`src/rtl/fifo_ctrl_pkg.sv`:
```
`default_nettype none
// ============================================================================
//  Module   : fifo_ctrl_pkg
//  Purpose  : Shared types and constants for the FIFO drain controller.
//  Revision : 1.0  initial release
// ============================================================================
package fifo_ctrl_pkg;

    // Skid holds one in-flight word plus one arriving during a stall
    localparam int SKID_DEPTH = 2;

    typedef enum logic [1:0] {
        IDLE   = 2'd0,
        ACTIVE = 2'd1,
        PAUSED = 2'd2
    } state_t;

endpackage : fifo_ctrl_pkg
`default_nettype wire

```
`src/rtl/skid_buf2.sv`:
```
`default_nettype none
// ============================================================================
//  Module   : skid_buf2
//  Purpose  : Two-entry register FIFO with combinational head output.
//  Revision : 1.0  initial release
// ============================================================================
module skid_buf2
    import fifo_ctrl_pkg::*;
#(
    parameter int DATA_SIZE = 10
) (
    input  logic                 clk,
    input  logic                 reset,
    input  logic                 wr,
    input  logic [DATA_SIZE-1:0] wr_data,
    input  logic                 rd,
    output logic [DATA_SIZE-1:0] head,
    output logic [1:0]           count
);

    logic [DATA_SIZE-1:0] r_mem [2];
    logic                 r_wr_ptr;
    logic                 r_rd_ptr;
    logic [1:0]           r_count;
    logic                 w_rd_ok;
    logic                 w_wr_ok;

    // A read needs a stored word; a write into a full buffer is only legal
    // when the head leaves in the same cycle.
    assign w_rd_ok = rd && (r_count != 2'd0);
    assign w_wr_ok = wr && ((r_count != 2'(SKID_DEPTH)) || w_rd_ok);

    assign head  = r_mem[r_rd_ptr];
    assign count = r_count;

    // Storage, pointers and occupancy
    always_ff @(posedge clk or posedge reset) begin
        if (reset) begin
            r_mem[0] <= '0;
            r_mem[1] <= '0;
            r_wr_ptr <= 1'b0;
            r_rd_ptr <= 1'b0;
            r_count  <= 2'd0;
        end else begin
            if (w_wr_ok) begin
                r_mem[r_wr_ptr] <= wr_data;
                r_wr_ptr        <= ~r_wr_ptr;
            end
            if (w_rd_ok) begin
                r_rd_ptr <= ~r_rd_ptr;
            end
            case ({w_wr_ok, w_rd_ok})
                2'b10:   r_count <= r_count + 2'd1;
                2'b01:   r_count <= r_count - 2'd1;
                default: r_count <= r_count;
            endcase
        end
    end

endmodule : skid_buf2
`default_nettype wire

```
`src/rtl/fifo_drain_ctrl.sv`:
```
`default_nettype none
// ============================================================================
//  Module   : fifo_drain_ctrl
//  Purpose  : Pops a source FIFO, absorbs the one-cycle pop latency and pushes
//             words in order into a destination FIFO, riding out pause/full
//             with a two-entry skid buffer.
//  Revision : 1.0  initial release
// ============================================================================
module fifo_drain_ctrl
    import fifo_ctrl_pkg::*;
#(
    parameter int DATA_SIZE = 10,
    parameter int CNT_W     = 16
) (
    input  logic                 clk,
    input  logic                 reset,
    input  logic                 src_empty,
    input  logic [DATA_SIZE-1:0] src_data,
    output logic                 src_pop,
    input  logic                 dst_pause,
    input  logic                 dst_full,
    output logic                 dst_push,
    output logic [DATA_SIZE-1:0] dst_data,
    output logic                 busy,
    output logic [CNT_W-1:0]     fwd_count,
    output logic                 overflow_err
);

    state_t               r_state;
    logic                 r_inflight;
    logic [CNT_W-1:0]     r_fwd_count;
    logic                 r_overflow;

    logic [1:0]           w_skid_count;
    logic [DATA_SIZE-1:0] w_skid_head;
    logic [1:0]           w_occ;
    logic                 w_skid_has;
    logic                 w_avail;
    logic                 w_skid_wr;
    logic                 w_skid_rd;

    // Words owed downstream: stored in the skid plus the one arriving now
    assign w_occ      = w_skid_count + {1'b0, r_inflight};
    assign w_skid_has = (w_skid_count != 2'd0);
    assign w_avail    = w_skid_has || r_inflight;

    // Only pop when there is guaranteed room for the word in the skid
    assign src_pop  = (r_state == ACTIVE) && !src_empty && !dst_pause
                      && (w_occ < 2'(SKID_DEPTH));

    // Oldest skid entry goes first; otherwise the arriving word bypasses
    assign dst_push = w_avail && !dst_full;
    assign dst_data = dst_push ? (w_skid_has ? w_skid_head : src_data) : '0;

    // Arriving word is stored unless it was the one pushed this cycle
    assign w_skid_rd = dst_push && w_skid_has;
    assign w_skid_wr = r_inflight && (w_skid_has || dst_full);

    assign busy         = (r_state != IDLE);
    assign fwd_count    = r_fwd_count;
    assign overflow_err = r_overflow;

    skid_buf2 #(
        .DATA_SIZE (DATA_SIZE)
    ) u_skid (
        .clk     (clk),
        .reset   (reset),
        .wr      (w_skid_wr),
        .wr_data (src_data),
        .rd      (w_skid_rd),
        .head    (w_skid_head),
        .count   (w_skid_count)
    );

    // Pop latency tracking, forwarded-word counter and sticky overflow flag
    always_ff @(posedge clk or posedge reset) begin
        if (reset) begin
            r_inflight  <= 1'b0;
            r_fwd_count <= '0;
            r_overflow  <= 1'b0;
        end else begin
            r_inflight  <= src_pop;
            r_fwd_count <= r_fwd_count + CNT_W'(dst_push);
            if (r_inflight && (w_skid_count == 2'(SKID_DEPTH)) && !dst_push) begin
                r_overflow <= 1'b1;
            end
        end
    end

    // Control FSM: pause takes priority over going idle
    always_ff @(posedge clk or posedge reset) begin
        if (reset) begin
            r_state <= IDLE;
        end else begin
            case (r_state)
                IDLE: begin
                    if (!src_empty) r_state <= ACTIVE;
                end
                ACTIVE: begin
                    if (dst_pause)                         r_state <= PAUSED;
                    else if (src_empty && (w_occ == 2'd0)) r_state <= IDLE;
                end
                PAUSED: begin
                    if (!dst_pause) r_state <= ACTIVE;
                end
                default: r_state <= IDLE;
            endcase
        end
    end

endmodule : fifo_drain_ctrl
`default_nettype wire

```
`config.mk`:
```
export PLATFORM = sky130hd
export DESIGN_NAME = fifo_drain_ctrl
export DESIGN_NICKNAME = d
export VERILOG_FILES = /design/src/rtl/fifo_ctrl_pkg.sv /design/src/rtl/skid_buf2.sv /design/src/rtl/fifo_drain_ctrl.sv
export SDC_FILE = /design/constraint.sdc
export NUM_CORES = 1
export LEC_CHECK = 0
export ABC_AREA = 1
export BUFFER_PORTS_ARGS = -buffer_cell sky130_fd_sc_hd__buf_2
export CORE_ASPECT_RATIO = 1.2
export CORE_MARGIN = 1
export CORE_UTILIZATION = 37
export DETAILED_ROUTE_END_ITERATION = 12
export GPL_TIMING_DRIVEN = 1
export PLACE_DENSITY = 0.53
export SLEW_MARGIN = 20
export SYNTH_ARGS = -nofsm -noshare
export SYNTH_HDL_FRONTEND = slang
export SYNTH_SLANG_ARGS = --single-unit
```
`constraint.sdc`:
```
create_clock -name clk -period 4 [get_ports clk]
set_clock_uncertainty 0.15 [all_clocks]
set_input_delay 0 -clock clk [delete_from_list [all_inputs] [get_ports clk]]
set_output_delay 0 -clock clk [all_outputs]
set_load 0.03 [all_outputs]
```
==> summary.md, run 1 <==
| Metric | Value |
|---|---|
| Status | complete, no violations |
| Iter 0 DRT Violations | 72 |
| Setup_tns | 0 ns |
| Worst setup EP type | flip-flop |
| Placed instance area | 2579 um2 |
| Top cells by area, synth | dfrtp_1, nand2_1, nand3_1, inv_1, nor2_1 |
| P_sw | 0.0008070 W |
| Post-synth EDFFs | 0 |
| Syn_nets | 319 |
| Reg2reg setup slack | 1.33 ns |
| Fin crit period | 2.675 ns |
| Starting density of the core | 0.3838 |
| Resize count post-CTS | 0 |
| Hold Crit Class | input pin to async pin |
| RR Startpoint | u_skid.count[0]$_DFFE_PP0P_ |
| Gate Count Post-Synth | 300 |
| Hold buffers post-CTS | 15 |
| Vias | 2067 |
| Final Cycle Share | 0.6686 |
| CTS buffer count | 5 |
| First-pass GRT wire length | 9459 um |
| Sequential element share of the synthesized area | 0.4772 |
| WL final | 5583 um |
| I/O Buffers | 44 |
| Fillers | 617 |
| Logic pwr share | 0.411 |
| Pin count of the biggest net entering global routing | 45 |
| Post-CTS Setup Repair Bufs | 0 |
| # setup viols final | 0 |
| Nets | 377 |
| IO Pins | 45 |
| Synth Warn # | 0 |
| Unrepaired setup endpoints after global routing | no |
| Grt ovf | 0 |
| Die Span Y | 88.51 um |
| Gpl congestion | 0.7997 |
| Pleak | 1.527 nW |
| CP Data Arrival Time | 2.72 ns |
| CP required | 4.05 ns |
| Setup Crit Path Kind | flip-flop to flip-flop |
| GRT Total Usage | 0.1908 |
| Worst-Margin Slew | 0.5774 ns |
| Post-route cell area | 2836 um2 |
| R2r worst-path depth | 11 |
| DR WL/cell | 12.66 um |
| Fmax | 373.9 MHz |
| Max-slew violation count | 0 |
| Yosys reg bits | 44 |
| Vias in the first global route | 2090 |
| Max stage delay cell, worst path | dfrtp_1 |
| Synth async-reset ratio | 1.000 |
| Clock group share of total power | 0.188 |
| Total die area | 6557 um2 |
| # rows | 31 |
| CTS tree | done |
| Most common cell in the netlist | nand2_1 |
| Worst-Skew Late Latency | 0.30 ns |
| Synth Area per Inst | 7.691 um2 |
| CP startpoint kind | flip-flop |
| Cells along the critical path | inv_2, nand2_2, nor2_1, nor2_2, ha_1, ha_1, inv_1, nor2_1, nand2_1, o21ai_0, nand2_1 |
| Clk slew on worst S/H paths | 0.09 ns |
| Max Cap Violations | 0 |
| H-tree Lvls | 2 |
| Netlist cell types | 27 |
| Slowest stage delay, CP | 0.45 ns |
| Initial antenna violation count | 0 |
| Vias/cell | 4.687 |
| Largest area contributor in the netlist | dfrtp_1 |
| Final hold vios | 0 |
| Pwr dens | 644.5 nW/um2 |
| Sw frac | 0.4414 |
| Clock Tree Buf Depth | 2 |
| Root Driver | clkbuf_8 |
| Synth Cell Area | 2307 um2 |
| Antenna-violating nets left | 0 |
| Antenna diodes | 0 |
| Post-synth top cells | nand2_1, nand3_1, dfrtp_1 |
| HPWL after detailed placement | 3709 um |
| Top FF cell, synth | dfrtp_1 |
| CP Max Fanout | 22 |
| Reg area | 1101 um2 |
| DRT Pass-1 Iters | 4 |
| Maximum vdd drop | 0.2963 mV |
| Die W | 74.09 um |
| Area of the multi-input gates | 1039 um2 |
| Reg power frac | 0.402 |
| CORE AREA | 6012 um2 |
| Share of the synthesized area in the top cell type | 0.4772 |
| CTS sink count | 44 |
| FF-to-FF End | fwd_count[10]$_DFF_PP0_ |
| DRC | 0 |
| Total internal power | 0.001021 W |
| Layout cell share with drive strength beyond 1 | 0.1643 |
| Slew margin rel. | 0.6139 |
| Area growth from synthesis to layout | 22.94% |
[worst max-delay path by stage]
stage | from | endpoint | slack [ns]
5_1_grt | u_skid.count[0]$_DFFE_PP0P_ | fwd_count[10]$_DFF_PP0_ | 1.05
6_report | u_skid.count[0]$_DFFE_PP0P_ | fwd_count[10]$_DFF_PP0_ | 1.33
4_1_cts | u_skid.count[0]$_DFFE_PP0P_ | fwd_count[10]$_DFF_PP0_ | 1.29
2_1_floorplan | u_skid.count[0]$_DFFE_PP0P_ | fwd_count[10]$_DFF_PP0_ | 1.89
3_5_place_dp | u_skid.count[0]$_DFFE_PP0P_ | fwd_count[10]$_DFF_PP0_ | 1.31
3_3_place_gp | u_skid.count[0]$_DFFE_PP0P_ | fwd_count[10]$_DFF_PP0_ | 1.41
[cell usage in the layout, fill, tap and decap left out, types with 2 or more instances in the layout]
cell / instances
inv_2: 2
nand2_2: 2
clkinv_1: 2
nand2_1: 107
buf_2: 44
nor2_1: 22
ha_1: 4
xnor2_1: 6
or2_0: 9
nand4_1: 4
nand3_1: 45
dfrtp_1: 44
o21ai_0: 6
inv_1: 25
xor2_1: 5
dlygate4sd3_1: 15
clkbuf_8: 5
[kinds of logic after synthesis]
logic type / after synthesis / share of synthesized area
compound gates: 9 / 0.02169
flops: 44 / 0.4772
buf+inv: 38 / 0.07266
simple gates: 194 / 0.3650
fa+ha+maj: 4 / 0.02169
xor+xnor: 11 / 0.04176
[power by group through the flow]
stage          Sequential (W)  Clock [W]  Combinational, W
2_1_floorplan        0.000753          0          0.000536
3_3_place_gp         0.000744          0          0.000740
3_5_place_dp         0.000742          0          0.000747
4_1_cts              0.000736   0.000349          0.000763
5_1_grt              0.000760   0.000368          0.000849
6_report             0.000735   0.000343          0.000751
[registers in the layout, indices dropped and copies added (netlist names)]
register and cells:
fwd_count 16, overflow_err 1, r_inflight 1, r_state 2, u_skid.count 2, u_skid.r_mem 20
u_skid.r_rd_ptr 1, u_skid.r_wr_ptr 1
[worst max-delay path: cells and delay by family (launching register included)]
kind                       cells  cell delay (ns)
AOI/OAI and AO/OA              1             0.15
adders and majority gates      2             0.48
buffers and inverters          2             0.14
DFF                            1             0.45
and+or+nand+nor                6             1.19
[through the flow]
| stage | util | setup WS [ns] | hold WS, ns | total power, W | cells |
|---|---|---|---|---|---|
| 6_report | 0.4718 | 1.325 | 0.2206 | 0.001828 | 441 |
| 5_1_grt | 0.4718 | 1.053 | 0.3145 | 0.001976 | 441 |
| 4_1_cts | 0.4718 | 1.288 | 0.2505 | 0.001848 | 441 |
| 3_5_place_dp | 0.4289 | 1.314 | 0.02723 | 0.001489 | 418 |
| 3_3_place_gp | 0.4289 | 1.414 | 0.02631 | 0.001484 | 418 |
| 2_1_floorplan | - | 1.893 | -0.03197 | 0.001290 | 300 |
[final cells by class]
type,count,share of cell area
inverter,29,0.03838
clock inverter,2,0.01235
sequential,44,0.3882
multi-input combinational,218,0.3661
clock buffer,6,0.02558
tap,82,0.03617
timing repair buffer,60,0.1332
[per-layer routing]
metal,up-vias,share of wire,track usage
li1,1055,-,-
met1,965,0.43,0.2170
met2,39,0.52,0.3562
met3,8,0.027,0.02392
met4,0,0.016,0.07517
met5,-,0,0
No activity file was read; power rests on OpenSTA's default activity.
==> inputs of run 2 (changes only) <==
Clock period 4 ns to 2.67 ns, I/O delays scaled along.
==> run 2 against run 1 <==
  * First-iteration DRC count decreased by 32%
  * Register-to-register slack got worse by 0.72 ns
  * Worst hold slack got worse by 0.17 ns
  * Flip-flop and latch count unchanged
  * Total power increased by 47%
  * Sequential share of layout area decreased by 0.27 points
  * Critical endpoint unchanged
==> summary.md, run 2 (synthesis gave the netlist of run 1 again) <==
| Metric | Value |
|---|---|
| CTS buffer count | 5 |
| Fillers | 598 |
| Pwr dens | 942.8 nW/um2 |
| # rows | 31 |
| Highest-count cells in the layout ignoring fill and taps | nand2_1, nand3_1, dfrtp_1, buf_2, inv_1 |
| Iter 0 DRT Violations | 49 |
| Pwr Total | 0.002693 W |
| Setup_tns | 0 ns |
| WL final | 5545 um |
| Total die area | 6557 um2 |
| DRC | 0 |
| I/O Buffers | 44 |
| Commonest non-fill, non-tap cell in the layout | nand2_1 |
| Max FFs per register | 20 |
| Root Driver | clkbuf_8 |
| Max Cap Violations | 0 |
| Max-slew violation count | 0 |
| Gpl congestion | 0.7633 |
| Setup Crit Path Kind | flip-flop to flip-flop |
| GRT Total Usage | 0.1878 |
| Fmax | 484.4 MHz |
| CP required | 2.71 ns |
| Maximum vdd drop | 0.3987 mV |
| DR WL/cell | 12.43 um |
| Starting density of the core | 0.3838 |
| Pleak | 1.541 nW |
| Die W | 74.09 um |
| Clk slew on worst S/H paths | 0.08 ns |
| Worst setup EP type | flip-flop |
| CP Max Fanout | 6 |
| CP Data Arrival Time | 2.10 ns |
| Die Span Y | 88.51 um |
| Place WS | 0.6462 ns |
| IO Pins | 45 |
| Worst-Margin Slew | 0.4871 ns |
| Clock Tree Buf Depth | 2 |
| Pin count of the biggest net entering global routing | 33 |
| Unrepaired setup endpoints after global routing | no |
| Status | complete, no violations |
| CTS tree | done |
| Vias | 2055 |
| CTS sink count | 44 |
| # setup viols final | 0 |
| Layout cell share with drive strength beyond 1 | 0.1731 |
| CORE AREA | 6012 um2 |
| Final hold vios | 0 |
| Initial antenna violation count | 0 |
| H-tree Lvls | 2 |
| DRT Pass-1 Iters | 4 |
| Fin crit period | 2.064 ns |
| Slew margin rel. | 0.6753 |
| Setup ws final | 0.6056 ns |
| Vias in the first global route | 2008 |
| Area growth from synthesis to layout | 23.81% |
| HPWL after detailed placement | 3705 um |
| Post-CTS Setup Repair Bufs | 0 |
| Top reg by flops | u_skid.r_mem |
| Final Cycle Share | 0.7732 |
| Hold Crit Class | input pin to async pin |
| Worst-Skew Late Latency | 0.29 ns |
| CP startpoint kind | flip-flop |
| Vias/cell | 4.608 |
| Antenna diodes | 0 |
| Antenna-violating nets left | 0 |
| Nets | 382 |
| First-pass GRT wire length | 9342 um |
| Grt ovf | 0 |
[run 2: worst max-delay path: stages (launching register included)]
cell and delay (ns):
dfrtp_1 0.46, inv_2 0.07, nand2_2 0.07, nor2_1 0.04, nor2_2 0.12, ha_1 0.18
ha_1 0.22, inv_1 0.05, nor2_1 0.24, nand2_1 0.12, o21ai_0 0.16, nand2_1 0.07
[run 2: where the power goes]
part	switching (W)	internal, W	total [W]
Clock	0.000217	0.000211	0.000428
Sequential	0.000221	0.000881	0.00110
Combinational	0.000761	0.000402	0.00116
[run 2: per-layer routing]
metal / GRT usage / vias up / routed length (um)
li1: - / 1060 / -
met1: 0.2203 / 957 / 2405
met2: 0.3446 / 34 / 2926
met3: 0.03075 / 4 / 159
met4: 0.05944 / 0 / 53
met5: 0 / - / 0
[run 2: final timing paths]
| check | start | endpoint | slack, ns | depth (start not counted) |
|---|---|---|---|---|
| worst max-delay path | u_skid.count[0]$_DFFE_PP0P_ | fwd_count[10]$_DFF_PP0_ | 0.61 | 11 |
| worst min-delay path | reset | overflow_err$_DFFE_PP0P_ | 0.05 | 3 |
| worst max register to register | u_skid.count[0]$_DFFE_PP0P_ | fwd_count[10]$_DFF_PP0_ | 0.61 | 11 |
| worst min register to register | u_skid.r_mem[0]$_DFFE_PP0P_ | u_skid.r_mem[0]$_DFFE_PP0P_ | 0.33 | 2 |
| max in group asynchronous | reset | u_skid.r_mem[11]$_DFFE_PP0P_ | 1.58 | 4 |
| min in group clk | u_skid.r_mem[0]$_DFFE_PP0P_ | u_skid.r_mem[0]$_DFFE_PP0P_ | 0.33 | 2 |
[run 2: stage by stage]
stage,util,area [um2],std cells,hold WS (ns)
final,0.4751,2856,446,0.04563
after global routing,0.4751,2856,446,0.08969
after CTS,0.4751,2856,446,0.05368
after detailed placement,0.4352,2616,423,-0.1695
after global placement,0.4352,2616,423,-0.1744
after floorplan,-,2307,300,-0.03197
[run 2: cell type report]
type / instances / area, um2 / area share
well taps: 82 / 102.6 / 0.03592
multi-input cells: 218 / 1039 / 0.3636
repair buffers: 65 / 415.4 / 0.1454
inverters: 29 / 108.9 / 0.03811
flip-flops and latches: 44 / 1101 / 0.3855
clock buffers: 8 / 90.09 / 0.03154
[run 2: timing repair]
item,in CTS,in global routing
gates resized for setup,0,0
endpoints found under the hold margin,69,0
hold buffers,15,0
setup endpoints to repair,0,0
==> inputs of run 3 (changes only) <==
Settings changed: ABC_AREA 1 to 0, PLACE_DENSITY 0.53 to 0.54.
Clock period 2.67 ns to 2 ns, I/O delays scaled along.
==> run 3 against run 2 <==
  * The run now ends with design-rule violations left
  * Non-clock buffer count unchanged
  * Critical path type is now flip-flop to output pin
  * Via count decreased by 25%
  * Clock power rose by 84%
  * Combinational power is 41% higher
  * Area after synthesis is 7.9% lower
  * Final cell count is 32% lower
==> summary.md, run 3 <==
| Metric | Value |
|---|---|
| Post-synth EDFFs | 0 |
| Top reg by flops | u_skid.r_mem |
| CTS buffer count | 5 |
| Area growth from synthesis to layout | 30.43% |
| Share of the synthesized area in the top cell type | 0.5180 |
| Clock Tree Buf Depth | 2 |
| Sw frac | 0.3760 |
| Pin count of the biggest net entering global routing | 27 |
| CP Data Arrival Time | 1.73 ns |
| Yosys reg bits | 44 |
| Synth Warn # | 0 |
| Metal3 WL | 160 um |
| Max stage delay cell, worst path | dfrtp_1 |
| Syn_nets | 198 |
| Max Cap Violations | 0 |
| Top cells by area, synth | dfrtp_1, mux2_4, mux2_2, xnor2_1, mux2i_1 |
| Clock group share of total power | 0.199 |
| Failing checks | design-rule violations |
| DRT Pass-1 Iters | 8 |
| Layout cell share with drive strength beyond 1 | 0.3884 |
| Grt ovf | 0 |
| Non-filler cells, final | 304 |
| Post-synth top cells | dfrtp_1, nor2_1, mux2_2, xnor2_1 |
| Most common cell in the netlist | dfrtp_1 |
| Max-slew violation count | 0 |
| IO Pins | 45 |
| Reg area | 1102 um2 |
| Area of the multi-input gates | 1042 um2 |
| Gpl congestion | 0.7471 |
| Inst Count DP | 284 |
| Starting density of the core | 0.3932 |
| CTS sink count | 44 |
| Total die area | 6054 um2 |
| Nets | 261 |
| Die W | 71.20 um |
| Worst-Skew Late Latency | 0.29 ns |
| Hold Crit Class | input pin to flip-flop |
| I/O Buffers | 44 |
| Slew margin rel. | 0.3687 |
| Largest area contributor in the netlist | dfrtp_1 |
| # rows | 29 |
| GRT Total Usage | 0.1565 |
| CP required | 1.85 ns |
| Root Driver | clkbuf_8 |
| HPWL after detailed placement | 3101 um |
| Worst-Margin Slew | 0.9411 ns |
| Detail Route met2 WL | 2112 um |
| CP startpoint kind | flip-flop |
| Total internal power | 0.002463 W |
| Final Cycle Share | 0.9379 |
| Synth Area per Inst | 11.88 um2 |
| CORE AREA | 5406 um2 |
| Vias in the first global route | 1607 |
| Sequential element share of the synthesized area | 0.5180 |
| Initial antenna violation count | 0 |
| Fillers | 495 |
| Vias/cell | 5.049 |
| Slowest stage delay, CP | 0.50 ns |
| Synth Cell Area | 2126 um2 |
| Final hold vios | 0 |
| DRC | 4 |
| Fmax | 533.1 MHz |
| First-pass GRT wire length | 7403 um |
| # setup viols final | 0 |
| WL final | 4405 um |
| DR WL/cell | 14.49 um |
| Pwr Total | 0.003946 W |
| Post-Route M1 WL | 2085 um |
| Gate Count Post-Synth | 179 |
| Commonest non-fill, non-tap cell in the layout | buf_2 |
| H-tree Lvls | 2 |
| Antenna diodes | 0 |
| Status | finished with violations |
| Setup Crit Path Kind | flip-flop to output pin |
| Most frequent CP cell | nor2_1 |
| Pleak | 1.409 nW |
| Logic pwr share | 0.417 |
| Highest-count cells in the layout ignoring fill and taps | buf_2, dfrtp_1, nor2_1 |
| Pwr dens | 1423 nW/um2 |
| Reg power frac | 0.384 |
| Synth async-reset ratio | 1.000 |
| Maximum vdd drop | 0.7501 mV |
| Die Span Y | 85.04 um |
| Fin crit period | 1.876 ns |
| Antenna-violating nets left | 0 |
| Cells along the critical path | nor2_1, buf_6, nor2_1, a31oi_1, nor2_1, buf_2 |
| DR top layer | met4 |
| Worst setup EP type | output pin |
| Netlist cell types | 32 |
| Clk slew on worst S/H paths | 0.08 ns |
| Iter 0 DRT Violations | 66 |
| Max FFs per register | 20 |
| Unrepaired setup endpoints after global routing | no |
| Vias | 1535 |
| Post-CTS Setup Repair Bufs | 0 |
| CP Max Fanout | 20 |
| P_sw | 0.001484 W |
| CTS tree | done |
| Top FF cell, synth | dfrtp_1 |
==> run 3: worst paths after layout <==
kind	start	endpoint	slack (ns)	cells past startpoint
hold reg to reg	fwd_count[15]$_DFF_PP0_	fwd_count[15]$_DFF_PP0_	0.32	1
max in group asynchronous	reset	u_skid.count[0]$_DFFE_PP0P_	0.88	4
min in group asynchronous	reset	fwd_count[7]$_DFF_PP0_	0.19	3
hold / removal	dst_full	overflow_err$_DFFE_PP0P_	0.07	2
setup reg to reg	u_skid.count[1]$_DFFE_PP0P_	u_skid.r_mem[12]$_DFFE_PP0P_	0.16	5
setup / recovery	u_skid.count[1]$_DFFE_PP0P_	dst_data[2]	0.12	6
==> run 3: power by group through the flow <==
| stage | Clock (W) | Sequential, W | Combinational (W) |
|---|---|---|---|
| after CTS | 0.000815 | 0.00151 | 0.00166 |
| after detailed placement | 0 | 0.00153 | 0.00163 |
| final | 0.000786 | 0.00152 | 0.00164 |
| after global placement | 0 | 0.00151 | 0.00158 |
| after floorplan | 0 | 0.00154 | 0.00121 |
| after global routing | 0.000849 | 0.00157 | 0.00180 |
==> run 3: timing repair <==
action	4_1_cts	5_1_grt
endpoints found under the setup margin	0	7
endpoints found under the hold margin	47	0
hold buffers	13	0
resized for setup	0	2
==> run 3: layout make-up <==
type                    count  area share
flip-flops and latches     44      0.3976
multi-input cells         124      0.3759
repair buffers             65      0.1494
well taps                  62     0.02798
clock buffers               5     0.02482
clock inverters             2     0.02166
inverters                   2    0.002708
==> run 3: per-layer routing <==
metal | track usage | vias up
met2 | 0.2537 | 34
met3 | 0.03563 | 6
met1 | 0.2057 | 749
li1 | - | 746
met5 | 0 | -
met4 | 0.05455 | 0
==> run 3: through the flow <==
stage | cell area, um2 | hold WS, ns | TNS [ns] | setup WS [ns] | util
2_1_floorplan | 2217 | -0.07431 | -0.05195 | -0.01370 | -
3_3_place_gp | 2509 | -0.02765 | 0 | 0.1922 | 0.4640
3_5_place_dp | 2509 | -0.01191 | 0 | 0.1704 | 0.4640
4_1_cts | 2768 | 0.05804 | 0 | 0.07613 | 0.5119
5_1_grt | 2773 | 0.08533 | 0 | 0.008450 | 0.5128
6_report | 2773 | 0.06580 | 0 | 0.1242 | 0.5128
==> run 3: logic make-up (layout without fill, tap and decap cells) <==
logic type / after synthesis / count (layout) / synth area share
fa+ha+maj: 4 / 4 / 0.02354
mux: 31 / 31 / 0.1742
compound gates: 16 / 16 / 0.05297
flops: 44 / 44 / 0.5180
simple gates: 52 / 52 / 0.1165
xor+xnor: 21 / 21 / 0.09006
buf+inv: 11 / 74 / 0.02472
==> run 3: critical path, delay by kind of cell, from the launching register on <==
kind | cells | cell delay, ns
flops | 1 | 0.50
buf+inv | 2 | 0.40
simple gates | 3 | 0.36
compound gates | 1 | 0.17
